### src/rtl/rr_arb4_ctrl.sv
// Four-requester round-robin arbiter feeding a single-entry registered output stage.
// The rotating pointer names the requester with top priority and moves only on a grant.
module rr_arb4_ctrl #(
    parameter int unsigned DATA_W = 32
) (
    input  logic              clk,
    input  logic              rst_n,
    input  logic [3:0]        req_valid,
    input  logic [DATA_W-1:0] req_data0,
    input  logic [DATA_W-1:0] req_data1,
    input  logic [DATA_W-1:0] req_data2,
    input  logic [DATA_W-1:0] req_data3,
    output logic [3:0]        req_ready,
    output logic [1:0]        sel,
    output logic              out_valid,
    output logic [DATA_W-1:0] out_data,
    output logic [1:0]        out_src,
    input  logic              out_ready
);

    logic [1:0]        ptr_q, ptr_d;
    logic              out_valid_q, out_valid_d;
    logic [DATA_W-1:0] out_data_q, out_data_d;
    logic [1:0]        out_src_q, out_src_d;

    logic [3:0]        rot_valid;
    logic [1:0]        offset;
    logic [1:0]        winner;
    logic              any_req;
    logic              load_en;
    logic [DATA_W-1:0] sel_data;

    assign any_req = |req_valid;
    assign load_en = (!out_valid_q || out_ready) && any_req;

    // rot_valid[k] is requester (ptr + k) mod 4, so a fixed-priority scan implements rotation.
    always_comb begin
        rot_valid = 4'b0000;
        unique case (ptr_q)
            2'd0: rot_valid = req_valid;
            2'd1: rot_valid = {req_valid[0],   req_valid[3:1]};
            2'd2: rot_valid = {req_valid[1:0], req_valid[3:2]};
            2'd3: rot_valid = {req_valid[2:0], req_valid[3]};
        endcase
    end

    always_comb begin
        offset = 2'd0;
        if (rot_valid[0]) begin
            offset = 2'd0;
        end else if (rot_valid[1]) begin
            offset = 2'd1;
        end else if (rot_valid[2]) begin
            offset = 2'd2;
        end else if (rot_valid[3]) begin
            offset = 2'd3;
        end
    end

    // Two-bit addition wraps modulo 4 by construction.
    assign winner = ptr_q + offset;
    assign sel    = any_req ? winner : 2'd0;

    always_comb begin
        req_ready = 4'b0000;
        if (load_en) begin
            unique case (winner)
                2'd0: req_ready = 4'b0001;
                2'd1: req_ready = 4'b0010;
                2'd2: req_ready = 4'b0100;
                2'd3: req_ready = 4'b1000;
            endcase
        end
    end

    always_comb begin
        sel_data = '0;
        unique case (sel)
            2'd0: sel_data = req_data0;
            2'd1: sel_data = req_data1;
            2'd2: sel_data = req_data2;
            2'd3: sel_data = req_data3;
        endcase
    end

    always_comb begin
        ptr_d       = ptr_q;
        out_valid_d = out_valid_q;
        out_data_d  = out_data_q;
        out_src_d   = out_src_q;
        if (load_en) begin
            ptr_d       = winner + 2'd1;
            out_valid_d = 1'b1;
            out_data_d  = sel_data;
            out_src_d   = winner;
        end else if (out_valid_q && out_ready) begin
            out_valid_d = 1'b0;
        end
    end

    always_ff @(posedge clk or negedge rst_n) begin
        if (!rst_n) begin
            ptr_q       <= 2'd0;
            out_valid_q <= 1'b0;
            out_data_q  <= '0;
            out_src_q   <= 2'd0;
        end else begin
            ptr_q       <= ptr_d;
            out_valid_q <= out_valid_d;
            out_data_q  <= out_data_d;
            out_src_q   <= out_src_d;
        end
    end

    assign out_valid = out_valid_q;
    assign out_data  = out_data_q;
    assign out_src   = out_src_q;

    a_ready_onehot0 : assert property (@(posedge clk) disable iff (!rst_n) $onehot0(req_ready));

    a_hold_on_stall : assert property (@(posedge clk) disable iff (!rst_n)
        out_valid && !out_ready |=> out_valid && $stable(out_data) && $stable(out_src));

endmodule

### config.mk
export PLATFORM = sky130hd
export DESIGN_NAME = rr_arb4_ctrl
export DESIGN_NICKNAME = d
export VERILOG_FILES = /design/src/rtl/rr_arb4_ctrl.sv
export SDC_FILE = /design/constraint.sdc
export NUM_CORES = 1
export LEC_CHECK = 0
export CELL_PAD_IN_SITES_DETAIL_PLACEMENT = 1
export CELL_PAD_IN_SITES_GLOBAL_PLACEMENT = 1
export CORE_ASPECT_RATIO = 0.75
export CORE_MARGIN = 5
export CORE_UTILIZATION = 24
export CTS_CLUSTER_DIAMETER = 150
export CTS_CLUSTER_SIZE = 28
export DETAILED_ROUTE_END_ITERATION = 8
export PLACE_DENSITY = 0.77
export SETUP_SLACK_MARGIN = 0.02
export SYNTH_ARGS = -nofsm -noshare
export SYNTH_HDL_FRONTEND = slang
export SYNTH_SLANG_ARGS = --single-unit
### constraint.sdc
create_clock -name clk -period 3.5 [get_ports clk]
set_input_delay 0.7 -clock clk [delete_from_list [all_inputs] [get_ports clk]]
set_output_delay 0.7 -clock clk [all_outputs]
set_load 0.005 [all_outputs]
Yosys cells after proc, flatten, opt, wreduce, memory -nomap -nowiden

Cells that the tools add are included.

Flip-flop bits (word level): 37
Input bits: 135
Output and inout bits: 41
Logic and storage cells: 35

$add $sub $neg: 2
Equal/unequal tests: 9
Muxes and demuxes: 11
Reductions and logical operators: 9

Operator list:

| kind                                          | count |
|---|---|
| one-hot mux 32 bit (4 select lines)           | 1 |
| one-hot mux 4 bit (4 select lines)            | 2 |
| == test 2 bit, second input constant          | 6 |
| 2-to-1 mux 2 bit                              | 5 |
| == test 2 x 1 -> 1 bit, second input constant | 3 |
| zero test 2 bit                               | 3 |
| 2-to-1 mux 4 bit                              | 1 |
| OR reduction 4 bit                            | 1 |
| adder 2 x 1 -> 2 bit, second input constant   | 1 |
| adder 2 bit                                   | 1 |
| logical AND 1 bit                             | 2 |
| 2-to-1 mux 1 bit                              | 2 |
| nonzero test 2 bit                            | 1 |
| zero test 1 bit                               | 1 |
| logical OR 1 bit                              | 1 |

Longest topological paths before layout

Gate-level depths: netlist of the first run.

Depth in word-level cells: 10
Mapped depth: 14
Mapped depth without buffers: 11

Least setup slack after synthesis of the first run

No wires, ideal clock.

Kind: input to output
From: in req_valid[0]
To: out req_ready[0]
Arrival time: 2.662 ns
Required time: 2.800 ns
Slack: 0.138 ns
Cell stages on the path: 10
Path buffers: 2
Cell sequence: buf_4 -> or4_1 -> nand3_1 -> ha_1 -> xnor2_1 -> xor2_4 -> buf_8 -> inv_2 -> ha_1 -> and2_1

Cells in the longest elaborated chain, start to end: 9
Elaborated cells between the ends (all ways): 14
Classes of those cells: add/sub: 1; eq/ne: 3; mux: 7; reduce/logical: 3

Ends and longest elaborated chain:

| element                                | RTL line | text |
|---|---|---|
| from (decl)                            | 8        | `input logic [3:0] req_valid,` |
| one-hot mux 4 bit (4 select lines) (*) | 39       | `unique case (ptr_q)` |
| 2-to-1 mux 2 bit                       | 55       | `end else if (rot_valid[3]) begin` |
| 2-to-1 mux 2 bit                       | 53       | `end else if (rot_valid[2]) begin` |
| 2-to-1 mux 2 bit                       | 51       | `end else if (rot_valid[1]) begin` |
| 2-to-1 mux 2 bit (*)                   | 49       | `if (rot_valid[0]) begin` |
| adder 2 bit (*)                        | 61       | `assign winner = ptr_q + offset;` |
| net winner[1]                          | 28       | `logic [1:0] winner;` |
| == test 2 bit (tied with other cells)  | 67       | `unique case (winner)` |
| one-hot mux 4 bit (4 select lines) (*) | 67       |  |
| 2-to-1 mux 4 bit (*)                   | 66       | `if (load_en) begin` |
| to (decl)                              | 13       | `output logic [3:0] req_ready,` |

Mark *: on every way through the listed nets, which the timed path passes. The rest lies on a longest branch.

Worst setup path in the final report of the first run

From: in req_valid[1]
To: out req_ready[0]

Cells in the longest elaborated chain, start to end: 9
Elaborated cells between the ends (all ways): 14
Classes of those cells: add/sub: 1; eq/ne: 3; mux: 7; reduce/logical: 3

Ends and longest elaborated chain:

| element                               | RTL line |
|---|---|
| one-hot mux 4 bit (4 select lines)    | 39 |
| 2-to-1 mux 2 bit                      | 55 |
| 2-to-1 mux 2 bit                      | 53 |
| 2-to-1 mux 2 bit                      | 51 |
| 2-to-1 mux 2 bit                      | 49 |
| adder 2 bit                           | 61 |
| == test 2 bit (tied with other cells) | 67 |
| one-hot mux 4 bit (4 select lines)    | 67 |
| 2-to-1 mux 4 bit (*)                  | 66 |

Mark *: on every way between the ends. The rest lies on a longest branch, timed or not.

==> results of run 1 <==
-- stage by stage --
| stage | util, % | cells |
|---|---|---|
| 6_report | 42.9 | 646 |
| 2_1_floorplan | - | 306 |
| 4_1_cts | 42.9 | 646 |
| 3_5_place_dp | 41.2 | 636 |
| 3_3_place_gp | 41.2 | 636 |
| 5_1_grt | 42.9 | 646 |
-- how the worst max path moves through the flow --
| stage | from | to | slack, ns |
|---|---|---|---|
| floorplan | req_valid[0] | req_ready[0] | 0.14 |
| global placement | req_valid[3] | req_ready[0] | -0.41 |
| detailed placement | req_valid[3] | req_ready[1] | -0.53 |
| CTS | req_valid[0] | req_ready[2] | 0.01 |
| global route | req_valid[1] | req_ready[0] | 0.03 |
| finish | req_valid[1] | req_ready[0] | 0.17 |
-- flip-flops by register name, indices dropped and copies added (netlist names) --
name / count
out_data: 32
out_valid: 1
ptr_q: 2
out_src: 2
-- cell families (layout without fill, tap and decap cells) --
family          count (synthesis)  count (layout)  share of synthesized area, %
buf+inv                        28             206                          6.10
mux                            65              65                          28.0
xor+xnor                        2               2                          1.27
flops                          37              37                          32.5
fa+ha+maj                       5               5                          2.20
simple gates                   95              95                          15.1
compound gates                 74              74                          14.8
-- final cells by class --
| type | count | area [µm²] | area share [%] |
|---|---|---|---|
| Clock inverter | 1 | 5.00 | 0.101 |
| Tap cell | 162 | 203 | 4.07 |
| Sequential cell | 37 | 926 | 18.6 |
| Multi-Input combinational cell | 241 | 1790 | 36.0 |
| Inverter | 2 | 7.51 | 0.151 |
| Timing Repair Buffer | 196 | 1890 | 38.0 |
| Clock buffer | 7 | 153 | 3.07 |
-- Yosys cell counts --
master | instances | area share, %
ha_1 | 5 | 2.2
mux2_4 | 28 | 15
a31oi_1 | 1 | 0.22
o211ai_1 | 1 | 0.26
xor2_4 | 1 | 0.97
or4_1 | 1 | 0.26
xnor2_1 | 1 | 0.31
nand2_1 | 5 | 0.66
buf_2 | 13 | 2.3
nor2_1 | 74 | 9.7
o22a_2 | 1 | 0.35
buf_8 | 3 | 1.6
o22ai_1 | 32 | 7.0
nor3_1 | 1 | 0.18
buf_4 | 3 | 0.79
mux2i_1 | 32 | 11
buf_6 | 1 | 0.40
nor2_4 | 1 | 0.40
dfrtp_1 | 37 | 32
mux2_2 | 5 | 2.0
nor4_4 | 1 | 0.75
nand3_1 | 1 | 0.18
inv_2 | 1 | 0.13
clkbuf_1 | 3 | 0.40
and2_1 | 4 | 0.88
nor4_2 | 1 | 0.44
nand2_2 | 2 | 0.44
nor2b_1 | 1 | 0.22
o221ai_1 | 1 | 0.31
a21oi_1 | 34 | 6.0
inv_1 | 1 | 0.13
o21ai_0 | 4 | 0.70
nor4b_2 | 1 | 0.53
nand2b_1 | 2 | 0.44
buf_1 | 3 | 0.40
-- per-layer routing --
| layer | global-route usage, % | vias to the layer above | part of all wire [%] |
|---|---|---|---|
| li1 | - | 1442 | - |
| met1 | 16.7 | 1453 | 41 |
| met2 | 26.9 | 106 | 50 |
| met3 | 5.13 | 6 | 8.5 |
| met4 | 2.23 | 0 | 0.73 |
| met5 | 0 | - | 0 |
-- critical path: stages --
cell             delay (ns)
clkdlybuf4s15_2        0.20
nor2_1                 0.06
or4_4                  0.41
nand3_2                0.11
ha_4                   0.14
xnor2_2                0.10
buf_4                  0.15
xor2_4                 0.19
inv_2                  0.09
ha_4                   0.16
and2_1                 0.12
clkdlybuf4s15_1        0.20
-- power by group through the flow --
stage | clock (W) | sequential [W] | combinational (W)
final | 0.000475 | 0.000809 | 0.00360
after global routing | 0.000504 | 0.000838 | 0.00390
after CTS | 0.000489 | 0.000810 | 0.00366
after detailed placement | 0 | 0.000813 | 0.00360
after global placement | 0 | 0.000797 | 0.00348
after floorplan | 0 | 0.000793 | 0.00243
-- timing repair --
item / CTS / global route
pin swaps: 2 / 5
resized for setup: 22 / 10
buffers inserted: 2 / 0
setup endpoints to repair: 6 / 4
==> metrics.cfg, run 1 <==
[synth]
synth_nets = 446
syn_inst = 306
syn_area_um2 = 2850
ys_ff_latch = 37
synth.distinct_cells = 35
ys_seq_area_share_pct = 32.5
ys_warn_count = 0
synth_area_per_cell_um2 = 9.31

[cells_and_area]
fillCellCount = 1314
fin_area_um2 = 4980
final_common_cell = clkdlybuf4s50_1
layout.cells.most_common_list = clkdlybuf4s50_1 (165), nor2_1 (74), dfrtp_1 (37), a21oi_1 (34)
num_antenna_cells = 0
area_growth_pct = 74.7
drive_above_1_share_pct = 17.4
nets = 623

[pwr]
leakage_nw = 2.07
p_switching_w = 0.00187
p_int_w = 0.00302
p_clk_share_pct = 9.7
cellPowerDensity_nw_per_um2 = 982
irDropWorstVdd_mv = 0.723
power_frac_comb_pct = 73.7
seqPwrFrac_pct = 16.5
switching_share_pct = 38.2
power_w = 0.00489

[timing]
fmax_ghz = 0.300
drv_slew = 0
fin_crit_sh_pct = 95.1
finClkSkew_ns = 0.00441
fin_crit_ns = 3.33
hold_viol = 0
setup_viol = 0
max_slew.worst_pin.slew_ns = 0.878
finalWorstSetupSlack_ns = 0.172
rsz0062_at_grt = no
relSlewSlack_pct = 41.4
hold_ws_ns = 0.539
tns_ns = 0

[drt]
wirelength_mm = 10.9
wl_per_cell_um = 16.9
num_vias = 3007
drt_iter0_drc = 48
antenna_left = 0
first_pass_iters = 4
avgViaCountPerCell = 4.65
post-route-drc-count = 0

[global_routing]
grt_pass1_wl_mm = 17.0
antenna_found_initial = 0
grt_usage_pct = 14.7
grt_start_max_net_pins = 41
first_global_vias = 3426
grt_overflow = 0

[floorplan]
fp.dieW_um = 136
ios = 176
row_count = 34
start_util_pct = 24.5
die-area_um2 = 14200
core_um2 = 11600
die_height_um = 104

[clock_network]
cts_made_buffers = 5
cts-root-buf = clkbuf_16
clock_latency_ns = 0.28
cts.sinks = 37
path_clk_slew_ns = 0.06
holdBufCountCts = 0
htree_levels = 2
cts_max_path_buffers = 2
cts_tree = done

[setup_path]
cp-start-kind = input port
r2r-end = out_data[29]$_DFFE_PN0P_
critical_path.reg2reg.startpoint = ptr_q[0]$_DFFE_PN0P_
criticalPathCategory = input port to primary output
rr_worst_depth = 8
crit_fanout = 4
crit_required_ns = 2.80
arrival_ns = 2.63
ff2ff_setup_slack_ns = 0.73
end_kind = primary output

[place]
dp_hpwl_mm = 8.75
dpl_cell_area_um2 = 4790
preCtsSetupSlack_ns = -0.525
port_buffers = 175
gp_congestion = 0.789

[status]
status = complete, no violations

[worst_hold_path]
hp-class = input port to async pin

[flow_run]
drv_cap = 0

No activity file was read; power rests on OpenSTA's default activity.
==> run 2: changes to the inputs <==
Settings changed: SETUP_SLACK_MARGIN 0.02 to unset.
==> metrics.cfg, run 2 (synthesis gave the netlist of run 1 again) <==
[setup_path]
cp_cell_sequence = clkdlybuf4s15_2, buf_4, nand2_1, o21ai_1, o21ai_1, nand3_2, ha_4, xnor2_4, xor2_4, buf_4, ha_1, and2_1, clkdlybuf4s15_1
cp-start-kind = input port
end_kind = primary output
critPathLaunch = req_valid[1]
r2r-end = out_data[29]$_DFFE_PN0P_
crit_fanout = 4  ; unchanged
critical_path.slowest_cell = xor2_4
cpLargestDelayFamily = buffers and inverters
arrival_ns = 2.62  ; about the same
ff2ff_setup_slack_ns = 0.70  ; -0.03 ns
critical_path.reg2reg.startpoint = ptr_q[1]$_DFFE_PN0P_
rr_worst_depth = 8  ; unchanged
slowest_delay_ns = 0.21  ; -0.20 ns
crit_required_ns = 2.80  ; about the same
worst-path-buf-inv = 4  ; unchanged
criticalPathCategory = input port to primary output

[timing]
finClkSkew_ns = 0.00385  ; -0.000560 ns
fin_crit_sh_pct = 94.9  ; -0.17 points
hold_ws_ns = 0.539  ; +0.000168 ns
hold_viol = 0  ; unchanged
setup_viol = 0  ; unchanged
relSlewSlack_pct = 41.4  ; about the same
drv_slew = 0  ; unchanged
fmax_ghz = 0.301  ; +0.18%
rsz0062_at_grt = no
tns_ns = 0  ; unchanged
fin_crit_ns = 3.32  ; -0.00591 ns
max_slew.worst_pin.slew_ns = 0.879  ; +0.000517 ns

[floorplan]
die-area_um2 = 14200  ; unchanged
core_um2 = 11600  ; unchanged
fp.dieW_um = 136  ; unchanged
row_count = 34  ; unchanged
start_util_pct = 24.5  ; unchanged
die_height_um = 104  ; unchanged
ios = 176  ; unchanged

[pwr]
cellPowerDensity_nw_per_um2 = 981  ; about the same
irDropWorstVdd_mv = 0.698  ; -3.4%
leakage_nw = 2.07  ; -0.15%

[clock_network]
cts_made_buffers = 5  ; unchanged
htree_levels = 2  ; unchanged
cts_tree = done
clock_latency_ns = 0.27  ; about the same
cts.sinks = 37  ; unchanged
cts-root-buf = clkbuf_16
cts_max_path_buffers = 2  ; unchanged
holdBufCountCts = 0  ; unchanged
path_clk_slew_ns = 0.06  ; about the same

[global_routing]
first_global_vias = 3426  ; unchanged
antenna_found_initial = 0  ; unchanged
grt_pass1_wl_mm = 17.0  ; unchanged
grt_start_max_net_pins = 41  ; unchanged
grt_overflow = 0  ; unchanged
grt_usage_pct = 14.7  ; unchanged

[cells_and_area]
largest_reg_flops = 32  ; unchanged
seqCellArea_um2 = 926  ; unchanged
final_common_cell = clkdlybuf4s50_1
drive_above_1_share_pct = 16.8  ; -0.59 points
multi_input_area_um2 = 1790  ; about the same
area_growth_pct = 75.0
fillCellCount = 1312  ; -0.15%
num_antenna_cells = 0  ; unchanged
layout.cells.most_common_list = clkdlybuf4s50_1 (165), nor2_1 (74), dfrtp_1 (37), a21oi_1 (34)
nets = 622  ; -0.16%
final_cells = 645  ; -0.15%

[place]
gp_congestion = 0.789  ; unchanged
dp_hpwl_mm = 8.75  ; unchanged
port_buffers = 175  ; unchanged
dp_cells = 636  ; unchanged

[flow_run]
drv_cap = 0  ; unchanged

[worst_hold_path]
hp-class = input port to async pin

[drt]
first_pass_iters = 4  ; unchanged
num_vias = 2998  ; -0.30%
avgViaCountPerCell = 4.65  ; -0.14%
wl_per_cell_um = 16.9  ; about the same
post-route-drc-count = 0  ; unchanged
antenna_left = 0  ; unchanged
drt_iter0_drc = 44  ; -8.3%
wirelength_mm = 10.9  ; -0.20%

[status]
status = complete, no violations

==> run 2: metrics by stage <==
| step | worst slack [ns] | util [%] | total power, W | area, µm² |
|---|---|---|---|---|
| global placement | -0.409 | 41.2 | 0.00428 | 4790 |
| detailed placement | -0.525 | 41.2 | 0.00441 | 4790 |
| global route | 0.0284 | 42.9 | 0.00524 | 4980 |
| CTS | 0.00189 | 42.8 | 0.00494 | 4970 |
| floorplan | 0.138 | - | 0.00323 | 2850 |
| finish | 0.177 | 42.9 | 0.00489 | 4980 |
==> run 2: layer usage <==
layer,part of all wire [%],up-vias,global-route usage [%],routed length [µm]
li1,-,1438,-,-
met1,41,1446,16.7,4450
met2,50,108,26.9,5410
met3,8.6,6,5.13,933
met4,0.73,0,2.23,79
met5,0,-,0,0
==> run 2: worst max path at each step <==
stage	to	slack, ns	cells past startpoint
after global routing	req_ready[1]	0.03	13
after floorplan	req_ready[0]	0.14	10
after CTS	req_ready[1]	0.002	12
after detailed placement	req_ready[1]	-0.53	12
final	req_ready[2]	0.18	13
after global placement	req_ready[0]	-0.41	12
==> run 2: area by class of cell <==
type	instances	share of cell area, %
tap	162	4.07
inverter	2	0.151
multi-input combinational	241	36.0
sequential	37	18.6
clock inverter	1	0.100
timing repair buffer	195	38.1
clock buffer	7	3.06
==> run 2: repair_timing <==
item / in CTS / in global routing
buffers inserted: 2 / 0
gates cloned: 0 / 0
pin swaps: 2 / 7
endpoints found under the setup margin: 6 / 4
gates resized for setup: 20 / 11
==> run 2: report_power, final <==
part	switching [W]	internal [W]
clock	0.000173	0.000302
combinational	0.00154	0.00206
sequential	0.000147	0.000666
total	0.00186	0.00303
==> run 3: changes to the inputs <==
Settings changed: ABC_AREA set to 1, CORE_UTILIZATION 24 to 23, PLACE_DENSITY 0.77 to 0.86.
==> metrics.cfg, run 3 <==
[drt]
drt_iter0_drc = 159  ; +260%
num_vias = 3974  ; +33%
wirelength_mm = 14.4  ; +32%
first_pass_iters = 4  ; unchanged
wl_per_cell_um = 17.6  ; +4.3%
post-route-drc-count = 0  ; unchanged
avgViaCountPerCell = 4.86  ; +4.6%
antenna_left = 0  ; unchanged

[timing]
drv_slew = 0  ; unchanged
fin_crit_sh_pct = 96.1  ; +1.2 points
max_slew.worst_pin.slew_ns = 0.959  ; +0.0796 ns
finClkSkew_ns = 0.00784  ; +0.00399 ns
hold_viol = 0  ; unchanged
fin_crit_ns = 3.36  ; +0.0423 ns
relSlewSlack_pct = 36.1  ; -5.3 points
fmax_ghz = 0.297  ; -1.3%
setup_viol = 0  ; unchanged

[synth]
synth_ff_type = dfrtp_1
synth_area_per_cell_um2 = 6.59  ; -29%
synth.largest_area_cell = dfrtp_1
ys_seq_area_share_pct = 29.9  ; -2.6 points
ys_warn_count = 0  ; unchanged
synth.distinct_cells = 28  ; -20%
ys_top_cells_by_count = nand2_1 (143), nand3_1 (76), dfrtp_1 (37), nand4_1 (37), nand3b_1 (31)
async_reset_ff_share_pct = 100  ; unchanged
ys_ff_latch = 37  ; unchanged
synth.most_common_cell = nand2_1
synth_edf_count = 0  ; unchanged
syn_area_um2 = 3090  ; +8.5%
synth_nets = 609  ; +37%
ys_top_cells_by_area = dfrtp_1 (30%), nand2_1 (17%), nand3_1 (12%)
syn_inst = 469  ; +53%
synth_top_area_share_pct = 29.9  ; -2.6 points

[floorplan]
core_um2 = 13100  ; +12%
die-area_um2 = 15900  ; +12%
fp.dieW_um = 144  ; +5.9%
row_count = 36  ; +5.9%
start_util_pct = 23.7  ; -0.86 points
ios = 176  ; unchanged
die_height_um = 110  ; +5.8%

[cells_and_area]
num_antenna_cells = 0  ; unchanged
largest_reg_flops = 32  ; unchanged
drive_above_1_share_pct = 11.6  ; -5.2 points
fillCellCount = 1608  ; +23%
fin_util_pct = 40.6  ; -2.3 points
layout.cells.most_common_list = clkdlybuf4s50_1 (165), nand2_1 (141), nand3_1 (71), nand4_1 (37), dfrtp_1 (35)
final_cells = 817  ; +27%
nets = 786  ; +26%
final_common_cell = clkdlybuf4s50_1
seqCellArea_um2 = 928  ; +0.27%
multi_input_area_um2 = 1820  ; +1.6%
area_growth_pct = 71.5

[setup_path]
worst-path-buf-inv = 6  ; +2
crit_fanout = 7  ; +3
critical_path.reg2reg.startpoint = ptr_q[1]$_DFFE_PN0P_
end_kind = primary output
slowest_delay_ns = 0.47  ; +0.26 ns
cpLargestDelayFamily = simple AND/OR/NAND/NOR gates
ff2ff_setup_slack_ns = 0.28  ; -0.42 ns
criticalPathCategory = flip-flop to primary output
critical_path.slowest_cell = dfrtp_2
r2r-end = out_data[20]$_DFFE_PN0P_
cp_cell_sequence = buf_6, nor3b_4, nor2_2, a31oi_1, nor2_1, ha_2, xor2_2, inv_1, nand3_2, nand2_4, buf_4, inv_4, ha_1, inv_1, nor2_1, buf_2
crit_required_ns = 2.80  ; about the same
cp-start-kind = flip-flop
rr_worst_depth = 16  ; +8
arrival_ns = 2.66  ; +0.04 ns

[pwr]
p_int_w = 0.00298  ; -1.5%
p_switching_w = 0.00339  ; +82%
switching_share_pct = 53.2  ; +15 points
cellPowerDensity_nw_per_um2 = 1200  ; +23%
p_clk_share_pct = 7.2  ; -2.5 points
leakage_nw = 2.38  ; +15%
seqPwrFrac_pct = 12.4  ; -4.2 points
irDropWorstVdd_mv = 0.585  ; -16%
power_frac_comb_pct = 80.4  ; +6.7 points

[clock_network]
clock_latency_ns = 0.28  ; about the same
cts-root-buf = clkbuf_16
cts_made_buffers = 5  ; unchanged
cts.sinks = 37  ; unchanged
htree_levels = 2  ; unchanged
path_clk_slew_ns = 0.06  ; about the same
cts_tree = done
cts_max_path_buffers = 2  ; unchanged

[global_routing]
antenna_found_initial = 0  ; unchanged
first_global_vias = 4354  ; +27%
grt_start_max_net_pins = 63  ; +54%
grt_overflow = 0  ; unchanged
grt_pass1_wl_mm = 22.3  ; +31%
grt_usage_pct = 17.4  ; +2.7 points

[worst_hold_path]
hold_depth = 2
holdPathEnd = out_data[19]$_DFFE_PN0P_
hp-class = flip-flop to flip-flop
hp-start = out_data[19]$_DFFE_PN0P_

[flow_run]
drv_cap = 0  ; unchanged

[place]
gp_congestion = 0.851  ; +7.8%
dp_cells = 801  ; +26%
dp_hpwl_mm = 10.4  ; +19%
port_buffers = 175  ; unchanged

[status]
status = complete, no violations

-- run 3: cell types whose count changed after synthesis, sizes merged, moves of 31 or more --
cell	change
a21oi	-34
o22ai	-32
nand4	+38
mux2i	-32
nand3	+76
nand2	+139
nand3b	+31
mux2	-33
nor2	-63
-- run 3: final cells by class --
type	count	share of cell area, %
multi-input cells	346	34.4
well taps	171	4.04
clock buffers	7	2.69
repair buffers	207	37.9
inverters	49	3.52
flip-flops and latches	37	17.5
-- run 3: metal layers --
metal | GRT usage (%) | routed length, µm | up-vias
met3 | 4.97 | 1250 | 14
met5 | 0 | 0 | -
met4 | 3.51 | 167 | 0
met1 | 20.9 | 5970 | 1905
met2 | 30.7 | 6980 | 151
li1 | - | - | 1904
-- run 3: kinds of logic (layout without fill, tap and decap cells) --
family                   after synthesis  count (layout)  synth area share (%)
AND/OR/NAND/NOR                      306             306                  49.0
buffers and inverters                 86             263                  13.1
flip-flops                            37              37                  29.9
AO/OA/AOI/OAI                         34              34                  5.63
adder cells (fa/ha/maj)                5               5                  2.02
XOR/XNOR                               1               1                 0.283
-- run 3: worst max path at each step --
stage                                     from            to  slack, ns  cells after the start
final                     ptr_q[1]$_DFFE_PN0P_  req_ready[1]       0.14                     16
after global routing      ptr_q[1]$_DFFE_PN0P_  req_ready[1]      -0.01                     16
after CTS                         req_valid[0]  req_ready[0]     -0.002                     17
after detailed placement          req_valid[2]  req_ready[0]      -0.58                     15
after global placement            req_valid[2]  req_ready[0]      -0.38                     15
after floorplan                   req_valid[2]  req_ready[2]       0.54                     14
-- run 3: power by group through the flow --
stage                     registers (W)  clock network (W)  logic (W)
after global routing           0.000813           0.000501    0.00568
final                          0.000791           0.000458    0.00512
after global placement         0.000797                  0    0.00469
after detailed placement       0.000809                  0    0.00495
after CTS                      0.000812           0.000478    0.00499
after floorplan                0.000786                  0    0.00314
-- run 3: worst register-to-register path, cell delays in order (launching register included) --
cell	delay [ns]
dfrtp_2	0.47
buf_6	0.16
nor3b_4	0.19
nor2_2	0.07
a31oi_1	0.16
nor2_1	0.08
ha_2	0.35
inv_2	0.09
buf_12	0.13
nor2_4	0.10
buf_4	0.42
inv_2	0.14
buf_12	0.19
o21ai_0	0.31
nand3_1	0.12
nand2_1	0.09
nand2_1	0.05
-- run 3: what timing repair did --
action,4_1_cts,5_1_grt
setup buffers,2,7
pin swaps,3,8
hold buffers,0,0
gates resized for setup,24,20
endpoints found under the setup margin,12,6
-- run 3: metrics by stage --
step	instance area (µm²)	hold WS, ns	power [W]	worst slack [ns]	TNS [ns]
after CTS	5220	0.484	0.00628	-0.00191	-0.00191
final	5300	0.481	0.00637	0.135	0
after global routing	5300	0.510	0.00700	-0.0119	-0.0218
after global placement	5040	0.461	0.00548	-0.378	-3.76
after floorplan	3090	0.404	0.00393	0.537	0
after detailed placement	5040	0.468	0.00576	-0.575	-12.20
